### config.mk
export PLATFORM = sky130hd
export DESIGN_NAME = key_debounce
export DESIGN_NICKNAME = d
export VERILOG_FILES = /design/src/rtl/key_pkg.sv /design/src/rtl/key_debounce_ch.sv /design/src/rtl/key_debounce.sv
export SDC_FILE = /design/constraint.sdc
export NUM_CORES = 1
export LEC_CHECK = 0
export CELL_PAD_IN_SITES_DETAIL_PLACEMENT = 0
export CELL_PAD_IN_SITES_GLOBAL_PLACEMENT = 1
export CORE_AREA = 2 2 144 146
export CTS_CLUSTER_SIZE = 16
export DETAILED_ROUTE_END_ITERATION = 7
export DIE_AREA = 0 0 146 148
export GPL_ROUTABILITY_DRIVEN = 0
export PLACE_DENSITY_LB_ADDON = 0.25
export SYNTH_ARGS = -nofsm -noshare
export SYNTH_HDL_FRONTEND = slang
export SYNTH_SLANG_ARGS = --single-unit
### constraint.sdc
create_clock -name clk -period 5.65 [get_ports clk]
set_input_delay 1.4125 -clock clk [delete_from_list [all_inputs] [get_ports clk]]
set_output_delay 1.4125 -clock clk [all_outputs]
set_load 0.02 [all_outputs]
### src/rtl/key_pkg.sv
// key_pkg: shared FSM state encoding and default debounce length for key_debounce.
package key_pkg;
   localparam logic [1:0] IDLE         = 2'd0;
   localparam logic [1:0] PRESS_WAIT   = 2'd1;
   localparam logic [1:0] PRESSED      = 2'd2;
   localparam logic [1:0] RELEASE_WAIT = 2'd3;
   localparam int DEBOUNCE_CYCLES_DEFAULT = 1_000_000;
endpackage

### src/rtl/key_debounce_ch.sv
// key_debounce_ch: one key channel with two-flop synchronizer, debounce FSM, counter and edge pulses.
module key_debounce_ch
   import key_pkg::*;
#(
   parameter int DEBOUNCE_CYCLES = DEBOUNCE_CYCLES_DEFAULT
) (
   input  logic clk,
   input  logic reset_n,
   input  logic raw,
   output logic clean,
   output logic press_pulse,
   output logic release_pulse
);
   localparam int CW = $clog2(DEBOUNCE_CYCLES + 1);
   logic [1:0]    sync;
   logic [1:0]    state;
   logic [CW-1:0] cnt;
   logic [CW-1:0] nxt;
   logic          want;
   logic          moving;
   logic          hit;
   // want is the level that would be a change from the current stable side
   always_comb begin
      want   = (state == PRESSED) || (state == RELEASE_WAIT);
      moving = sync[1] == want;
      nxt    = cnt + 1'b1;
      hit    = moving && (nxt == CW'(DEBOUNCE_CYCLES));
   end
   always_ff @(posedge clk or negedge reset_n) begin
      if (!reset_n) begin
         sync          <= 2'b11;
         state         <= IDLE;
         cnt           <= '0;
         clean         <= 1'b1;
         press_pulse   <= 1'b0;
         release_pulse <= 1'b0;
      end else begin
         sync          <= {sync[0], raw};
         press_pulse   <= hit && !want;
         release_pulse <= hit && want;
         if (!moving) begin
            state <= want ? PRESSED : IDLE;
            cnt   <= '0;
         end else if (hit) begin
            state <= want ? IDLE : PRESSED;
            cnt   <= '0;
            clean <= want;
         end else begin
            state <= want ? RELEASE_WAIT : PRESS_WAIT;
            cnt   <= nxt;
         end
      end
   end
endmodule

### src/rtl/key_debounce.sv
// key_debounce: NUM_KEYS independent debounced active-low key channels with press/release pulses.
module key_debounce
   import key_pkg::*;
#(
   parameter int NUM_KEYS        = 4,
   parameter int DEBOUNCE_CYCLES = DEBOUNCE_CYCLES_DEFAULT
) (
   input  logic                clk,
   input  logic                reset_n,
   input  logic [NUM_KEYS-1:0] key_raw,
   output logic [NUM_KEYS-1:0] key_clean,
   output logic [NUM_KEYS-1:0] key_press,
   output logic [NUM_KEYS-1:0] key_release
);
   for (genvar g = 0; g < NUM_KEYS; g++) begin : g_ch
      key_debounce_ch #(.DEBOUNCE_CYCLES(DEBOUNCE_CYCLES)) u_ch (
         .clk          (clk),
         .reset_n      (reset_n),
         .raw          (key_raw[g]),
         .clean        (key_clean[g]),
         .press_pulse  (key_press[g]),
         .release_pulse(key_release[g])
      );
   end
endmodule
Yosys cells after proc, flatten, opt, wreduce, memory -nomap -nowiden:

Index checks and enable logic that the tools add are counted.

* output and inout port bits: 12
* bits of input ports: 6
* flip-flop bits (word level): 108
* word-level logic and storage cells: 96

* add/subtract/negate cells: 4
* equality and inequality tests: 16
* reduce and logical (&&, ||, !) cells: 24
* mux-type cells: 28

Operators by type and width (count)
* 20-bit two-way mux: 8
* 20-bit by 1-bit adder with 20-bit output (second input constant): 4
* 20-bit == test (second input constant): 4
* 2-bit two-way mux: 20
* 2-bit == test (second input constant): 8
* 1-bit logical AND: 12
* 2-bit AND reduction: 4
* 1-bit == test: 4
* 1-bit logical NOT: 4
* 1-bit logical OR: 4

Depth between registers and ports, before layout:

Gate-level depths: netlist (run 1).

* depth after elaboration: 6
* depth in mapped cells: 9
* gate-level depth less buffers: 7

Hierarchy:

From an unflattened synthesis (run 1), not the netlist that was laid out.

* cells, all modules: 636
* area total of the unflattened synthesis: 6140.9 sq um

Modules (own cells, without submodules)
* key_debounce_ch: area an instance 1535.2 sq um, cells an instance 159, instances 4, sequential area each 654.4 sq um

Worst setup path before layout (run 1):

OpenSTA, ideal clock, no wires.

* kind: reg-to-reg
* start: register g_ch[1].u_ch.cnt[4]
* end: register g_ch[1].u_ch.cnt[12]
* library setup time: 0.119 ns
* period minus slack after synthesis: 2.438 ns
* required time: 5.531 ns
* buffers on the path: 3
* slack: 3.212 ns
* arrival time: 2.319 ns
* cell stages (with the launch flop): 10
* path through: dfrtp_1 -> buf_2 -> nand4_1 -> nor2_1 -> or3_1 -> a2111oi_1 -> a41o_1 -> buf_2 -> buf_4 -> nor2_1

* word-level cells in the longest chain between the ends: 5

Ends and longest elaborated chain
* start: declaration: RTL line key_debounce_ch.sv:17 `logic [CW-1:0] cnt;`
* start signal: assignment: RTL line key_debounce_ch.sv:50 `cnt <= nxt;`
* 20-bit by 1-bit adder with 20-bit output *: RTL line key_debounce_ch.sv:26 `nxt = cnt + 1'b1;`
* 20-bit == test: RTL line key_debounce_ch.sv:27 `hit = moving && (nxt == CW'(DEBOUNCE_CYCLES));`
* 1-bit logical AND: RTL line key_debounce_ch.sv:27
* 20-bit two-way mux *: RTL line key_debounce_ch.sv:44 `end else if (hit) begin`
* 20-bit two-way mux *: RTL line key_debounce_ch.sv:41 `if (!moving) begin`

Mark *: on every way between the ends. The rest lies on a longest branch, timed or not.
A chain may end at the register's enable or synchronous reset.

Worst setup path in the final report (run 1):

* start: register g_ch[3].u_ch.cnt[6]
* end: register g_ch[3].u_ch.state[1]

* word-level cells in the longest chain between the ends: 5

Ends and longest elaborated chain
* start: declaration: RTL line key_debounce_ch.sv:17
* start signal: assignment: RTL line key_debounce_ch.sv:50
* 20-bit by 1-bit adder with 20-bit output: RTL line key_debounce_ch.sv:26
* 20-bit == test: RTL line key_debounce_ch.sv:27
* 1-bit logical AND: RTL line key_debounce_ch.sv:27
* 2-bit two-way mux: RTL line key_debounce_ch.sv:44
* 2-bit two-way mux: RTL line key_debounce_ch.sv:41
* end signal: assignment: RTL line key_debounce_ch.sv:42 `state <= want ? PRESSED : IDLE;`
* end signal: assignment: RTL line key_debounce_ch.sv:45 `state <= want ? IDLE : PRESSED;`
* end signal: assignment: RTL line key_debounce_ch.sv:49 `state <= want ? RELEASE_WAIT : PRESS_WAIT;`
* end: declaration: RTL line key_debounce_ch.sv:16 `logic [1:0] state;`

Every way passes these cells.

==> flow_summary.toml, run 1 <==
[outcome]
status = "finished, final reports clean"

[clocking]
clock-sinks = 104
cts.hold.buffers_added = 0
cts_root_buffer = "clkbuf_16"
htreeDepth = 3
cts_tree = "done"
cts_resized = 0
numCtsBuffers = 9
clk_path_buf_depth = 2
worstSkewPairLatency_ns = 0.35
clk_pin_slew_ns = 0.07
post_cts_buffers = 0

[route]
routedWlPerCell_um = 13.7
wirelength_mm = 12.2
dr.first_iter.drc_count = 263
drt_pass1_iterations = 4
ant_nets = 0
viasPerCell = 4.84
via_count = 4313
drc = 0

[logic_synthesis]
yosysSeqAreaShare_pct = 44.4
synthesis.nets = 648
async_flop_share_pct = 100
syn_avg_cell_area_sq_um = 9.29
synth_edf_count = 0
syn-cell-area_sq_um = 5890
netlist.area_leader.share_pct = 39.1
synth-main-ff-cell = "dfrtp_1"
synthCells = 634
synth_top_area_cell = "dfrtp_1"
ys_ff_latch = 104
synth_area_leaders = "dfrtp_1 39%, xnor2_1 6.2%, xor2_1 5.8%"
yosys_warnings = 0
synth.distinct_cells = 63

[cells_and_area]
mostFrequentLayoutCell = "dfrtp_1"
drive_gt1_share_pct = 7.57
final_cell_mix = "92 x dfrtp_1, 64 x nor2_1, 61 x nor3_1"
final_cell_area_sq_um = 6500
fin_util_pct = 32.4
diodes = 0
nNetsFinal = 630
area_growth_pct = 10.3

[worst_setup_path]
required_ns = 5.93
crit_fanout = 12
critPathKind = "register to register"
critPathLaunchType = "register"
end_kind = "register"
cp_data_arrival_time_ns = 3.60

[power_and_ir_drop]
p_sw_mw = 0.331
vdd_drop_max_uv = 152
p_int_mw = 1.16
netSwitchingFraction_pct = 22.2
totalPowerFinal_mw = 1.49
comb_power_share_pct = 3.4
pwr_density_cell_nw_per_um2 = 230
p_leak_nw = 2.46
pwr-share-clk_pct = 44.9
seqPwrFrac_pct = 51.7

[timing]
timing.fmax_mhz = 301
maxSlewHeadroom_pct = 37.4
period_share_pct = 58.7
rsz0062_at_grt = "no"
fin_tns_setup_ns = 0
worstMarginPinSlew_ns = 0.938
finalSetupViolCount = 0
hold_viol_final = 0
final_max_slew_viol_count = 0
min_period_ns = 3.32
setup_ws_ns = 2.33
fin_worst_skew_ns = 0.00755

[place]
dp_slack_ns = 2.33
dpl_cell_area_sq_um = 6180
portBuffers = 17
place_hpwl_mm = 8.48

[die]
start_util_pct = 29.4
die_w_um = 146
num_rows = 52
ios = 18
die_y_um = 148
die_area_sq_um = 21600
core_area_sq_um = 20000

[grt]
grt_pass1_wl_mm = 21.5
grt_pass1_vias = 4319
grt_usage_pct = 12.2
antenna_found_initial = 0
grt_max_degree = 65
grt_overflow = 0

[hold_path]
hold_class = "register to register"

[flow_run]
maxCapViolCount = 0
[kinds of logic (layout without fill, tap and decap cells)]
group	count (synthesis)	after routing	synth area share [%]
mux	9	9	1.55
xor+xnor	81	81	12.0
compound gates	67	67	8.39
fa+ha+maj	8	8	1.70
flops	104	104	44.4
simple gates	299	299	26.4
buf+inv	66	53	5.44
[metrics by stage]
| stage | std cells | hold slack (ns) |
|---|---|---|
| finish | 891 | 0.354 |
| global route | 891 | 0.352 |
| CTS | 891 | 0.355 |
| detailed placement | 875 | 0.348 |
| global placement | 875 | 0.346 |
| floorplan | 634 | 0.345 |
[power groups by stage]
stage	clock network (mW)	logic, mW	registers (mW)
floorplan	0	0.0315	0.779
global placement	0	0.0536	0.786
detailed placement	0	0.0538	0.786
CTS	0.699	0.0536	0.772
global route	0.735	0.0604	0.774
finish	0.670	0.0509	0.772
[cell type report]
type,count,area [sq um]
Fill cell,2109,13500
Inverter,17,63.8
Clock inverter,5,81.3
Clock buffer,11,233
Timing Repair Buffer,20,190
Multi-Input combinational cell,464,2970
Tap cell,270,338
Sequential cell,104,2620
[per-layer routing]
metal	track usage (%)	wire (um)	up-vias
met3	3.27	377	11
met1	16.7	6200	2059
li1	-	-	2196
met5	0	0	-
met2	19.4	5520	47
met4	3.01	149	0
[cells in the mapped netlist (3+ instances only)]
| cell | count |
|---|---|
| or4_1 | 3 |
| and4_1 | 9 |
| nor4_1 | 17 |
| o21a_1 | 4 |
| nand2b_1 | 7 |
| nor3_1 | 61 |
| o21ai_0 | 8 |
| buf_4 | 15 |
| nor2_1 | 64 |
| ha_1 | 8 |
| and3_1 | 9 |
| dfstp_2 | 12 |
| nand4b_1 | 3 |
| a41o_1 | 3 |
| a21oi_1 | 11 |
| xnor2_1 | 42 |
| dfrtp_1 | 92 |
| o22ai_1 | 4 |
| or3_1 | 7 |
| nand4_1 | 21 |
| o211ai_1 | 6 |
| or2_2 | 3 |
| inv_1 | 16 |
| nor3b_1 | 4 |
| buf_2 | 13 |
| nand2_1 | 46 |
| clkbuf_1 | 20 |
| nor2b_1 | 4 |
| xor2_1 | 39 |
| nand3_1 | 32 |
| a31oi_1 | 3 |
| mux2i_1 | 8 |
| a31o_2 | 3 |
[state kept, by name, summed over array words and instances, names as in the netlist]
| register | flops |
|---|---|
| g_ch.u_ch.press_pulse | 4 |
| g_ch.u_ch.clean | 4 |
| g_ch.u_ch.sync | 8 |
| g_ch.u_ch.cnt | 80 |
| g_ch.u_ch.release_pulse | 4 |
| g_ch.u_ch.state | 4 |
[critical path: stages (launching register included)]
cell and delay [ns]:
dfrtp_1 0.45, nand4_1 0.39, or4_4 0.63, or3_1 0.38, a21o_1 0.22, nor4_2 0.65
buf_4 0.33, mux2i_1 0.19
[final timing paths]
path,startpoint,to,slack [ns],cells past startpoint
max,g_ch[3].u_ch.cnt[6]$_DFF_PN0_,g_ch[3].u_ch.state[1]$_DFF_PN0_,2.33,7
min,g_ch[1].u_ch.sync[0]$_DFF_PN1_,g_ch[1].u_ch.sync[1]$_DFF_PN1_,0.35,0
max reg2reg,g_ch[3].u_ch.cnt[6]$_DFF_PN0_,g_ch[3].u_ch.state[1]$_DFF_PN0_,2.33,7
min reg2reg,g_ch[1].u_ch.sync[0]$_DFF_PN1_,g_ch[1].u_ch.sync[1]$_DFF_PN1_,0.35,0
max in group asynchronous,reset_n,g_ch[1].u_ch.sync[0]$_DFF_PN1_,3.45,2
min in group asynchronous,reset_n,g_ch[3].u_ch.cnt[10]$_DFF_PN0_,1.15,1
Power figures use the tool's default switching activity.
==> run 2: changes to the inputs <==
- clock period: 5.65 -> 2.8 ns (I/O delays scaled with it)
==> run 2 against run 1 <==
Compared with the run above: non-clock buffer count increased by 25; sequential power rose by 100%; worst hold slack got worse by 0.0015 ns; worst setup slack got worse by 2.1 ns; global-route usage increased by 0.080 points; final cell count grew 2.8%; largest power group unchanged.
==> flow_summary.toml, run 2 (synthesis gave the netlist of run 1 again) <==
[timing]
finalSetupViolCount = 0
maxSlewHeadroom_pct = 52.9
min_period_ns = 2.60
fin_tns_setup_ns = 0
hold_viol_final = 0
rsz0062_at_grt = "no"
timing.fmax_mhz = 385
fin_worst_skew_ns = 0.00853
final_max_slew_viol_count = 0
period_share_pct = 92.8
worstMarginPinSlew_ns = 0.707

[power_and_ir_drop]
vdd_drop_max_uv = 277
pwr_density_cell_nw_per_um2 = 455
totalPowerFinal_mw = 3.04
p_leak_nw = 2.59

[route]
routedWlPerCell_um = 13.9
dr.first_iter.drc_count = 234
drt_pass1_iterations = 4
viasPerCell = 4.93
via_count = 4520
wirelength_mm = 12.7
ant_nets = 0
drc = 0

[grt]
busiest_layer = "met2"
grt_pass1_wl_mm = 21.8
grt_usage_pct = 12.3
antenna_found_initial = 0
grt_overflow = 0
grt_util_met3_pct = 3.15
grt_pass1_vias = 4385
grt_use_met2_pct = 20.0
grt_max_degree = 49
met1_usage_pct = 16.3

[worst_setup_path]
end_kind = "register"
crit_fanout = 8
critPathLaunchType = "register"
cp_data_arrival_time_ns = 2.88
required_ns = 3.08
critPathKind = "register to register"

[clocking]
cts_root_buffer = "clkbuf_16"
clk_path_buf_depth = 2
clock-sinks = 104
clk_pin_slew_ns = 0.08
worstSkewPairLatency_ns = 0.35
htreeDepth = 3
cts_tree = "done"
numCtsBuffers = 9
cts.hold.buffers_added = 0

[cells_and_area]
diodes = 0
top_regs = "g_ch.u_ch.cnt (80), g_ch.u_ch.sync (8)"
final_cell_mix = "92 x dfrtp_1, 64 x nor2_1, 61 x nor3_1"
largest_reg_flops = 80
regMostFlops = "g_ch.u_ch.cnt"
area_growth_pct = 13.6
drive_gt1_share_pct = 10.8
mostFrequentLayoutCell = "dfrtp_1"
fillers = 2070
nNetsFinal = 655
fin_util_pct = 33.4

[die]
die_area_sq_um = 21600
die_w_um = 146
core_area_sq_um = 20000
num_rows = 52
ios = 18
die_y_um = 148
start_util_pct = 29.4

[outcome]
status = "finished, final reports clean"

[hold_path]
hold_class = "register to register"

[place]
portBuffers = 17
place_hpwl_mm = 9.06

[flow_run]
maxCapViolCount = 0
[run 2: repair_timing]
action | CTS | global route
setup buffers | 0 | 0
setup endpoints to repair | 0 | 3
gates resized for setup | 0 | 1
hold endpoints to repair | 0 | 0
[run 2: worst max-delay path, stage by stage (launching register included)]
cell and delay [ns]:
dfrtp_1 0.49, nand4_4 0.16, or4_4 0.56, or3_1 0.38, a21o_1 0.22, or4_4 0.53
o211ai_1 0.19
[run 2: worst paths after layout]
path / slack [ns] / depth (start not counted) / to / start
max: 0.20 / 6 / g_ch[3].u_ch.clean$_DFFE_PN1P_ / g_ch[3].u_ch.cnt[2]$_DFF_PN0_
min: 0.35 / 0 / g_ch[1].u_ch.sync[1]$_DFF_PN1_ / g_ch[1].u_ch.sync[0]$_DFF_PN1_
max reg2reg: 0.20 / 6 / g_ch[3].u_ch.clean$_DFFE_PN1P_ / g_ch[3].u_ch.cnt[2]$_DFF_PN0_
min reg2reg: 0.35 / 0 / g_ch[1].u_ch.sync[1]$_DFF_PN1_ / g_ch[1].u_ch.sync[0]$_DFF_PN1_
max in group asynchronous: 1.72 / 2 / g_ch[3].u_ch.sync[0]$_DFF_PN1_ / reset_n
min in group asynchronous: 0.38 / 1 / g_ch[3].u_ch.cnt[15]$_DFF_PN0_ / reset_n
[run 2: layout make-up]
| type | count | area, sq um | area share [%] |
|---|---|---|---|
| Inverter | 17 | 63.8 | 0.954 |
| Multi-Input combinational cell | 464 | 2960 | 44.3 |
| Clock inverter | 4 | 77.6 | 1.16 |
| Timing Repair Buffer | 45 | 390 | 5.84 |
| Tap cell | 270 | 338 | 5.05 |
| Sequential cell | 104 | 2620 | 39.1 |
| Clock buffer | 12 | 236 | 3.54 |
[run 2: where the power goes]
part | leakage, nW | internal (mW) | switching, mW
logic | 1.04 | 0.0424 | 0.0732
registers | 1.40 | 1.53 | 0.0313
clock network | 0.152 | 0.792 | 0.577
total | 2.59 | 2.36 | 0.682
[run 2: metrics by stage]
stage	instance area [sq um]	cells	worst slack, ns	hold slack [ns]
after CTS	6680	916	0.188	0.354
after global routing	6690	916	0.0142	0.352
after floorplan	5890	634	0.362	0.345
after detailed placement	6370	900	0.210	0.347
after global placement	6370	900	0.207	0.346
final	6690	916	0.202	0.352
[run 2: routing by layer]
metal	share of wire (%)	routed length, um
met5	0	0
met4	1.4	176
met3	3.2	412
met2	46	5860
met1	49	6290
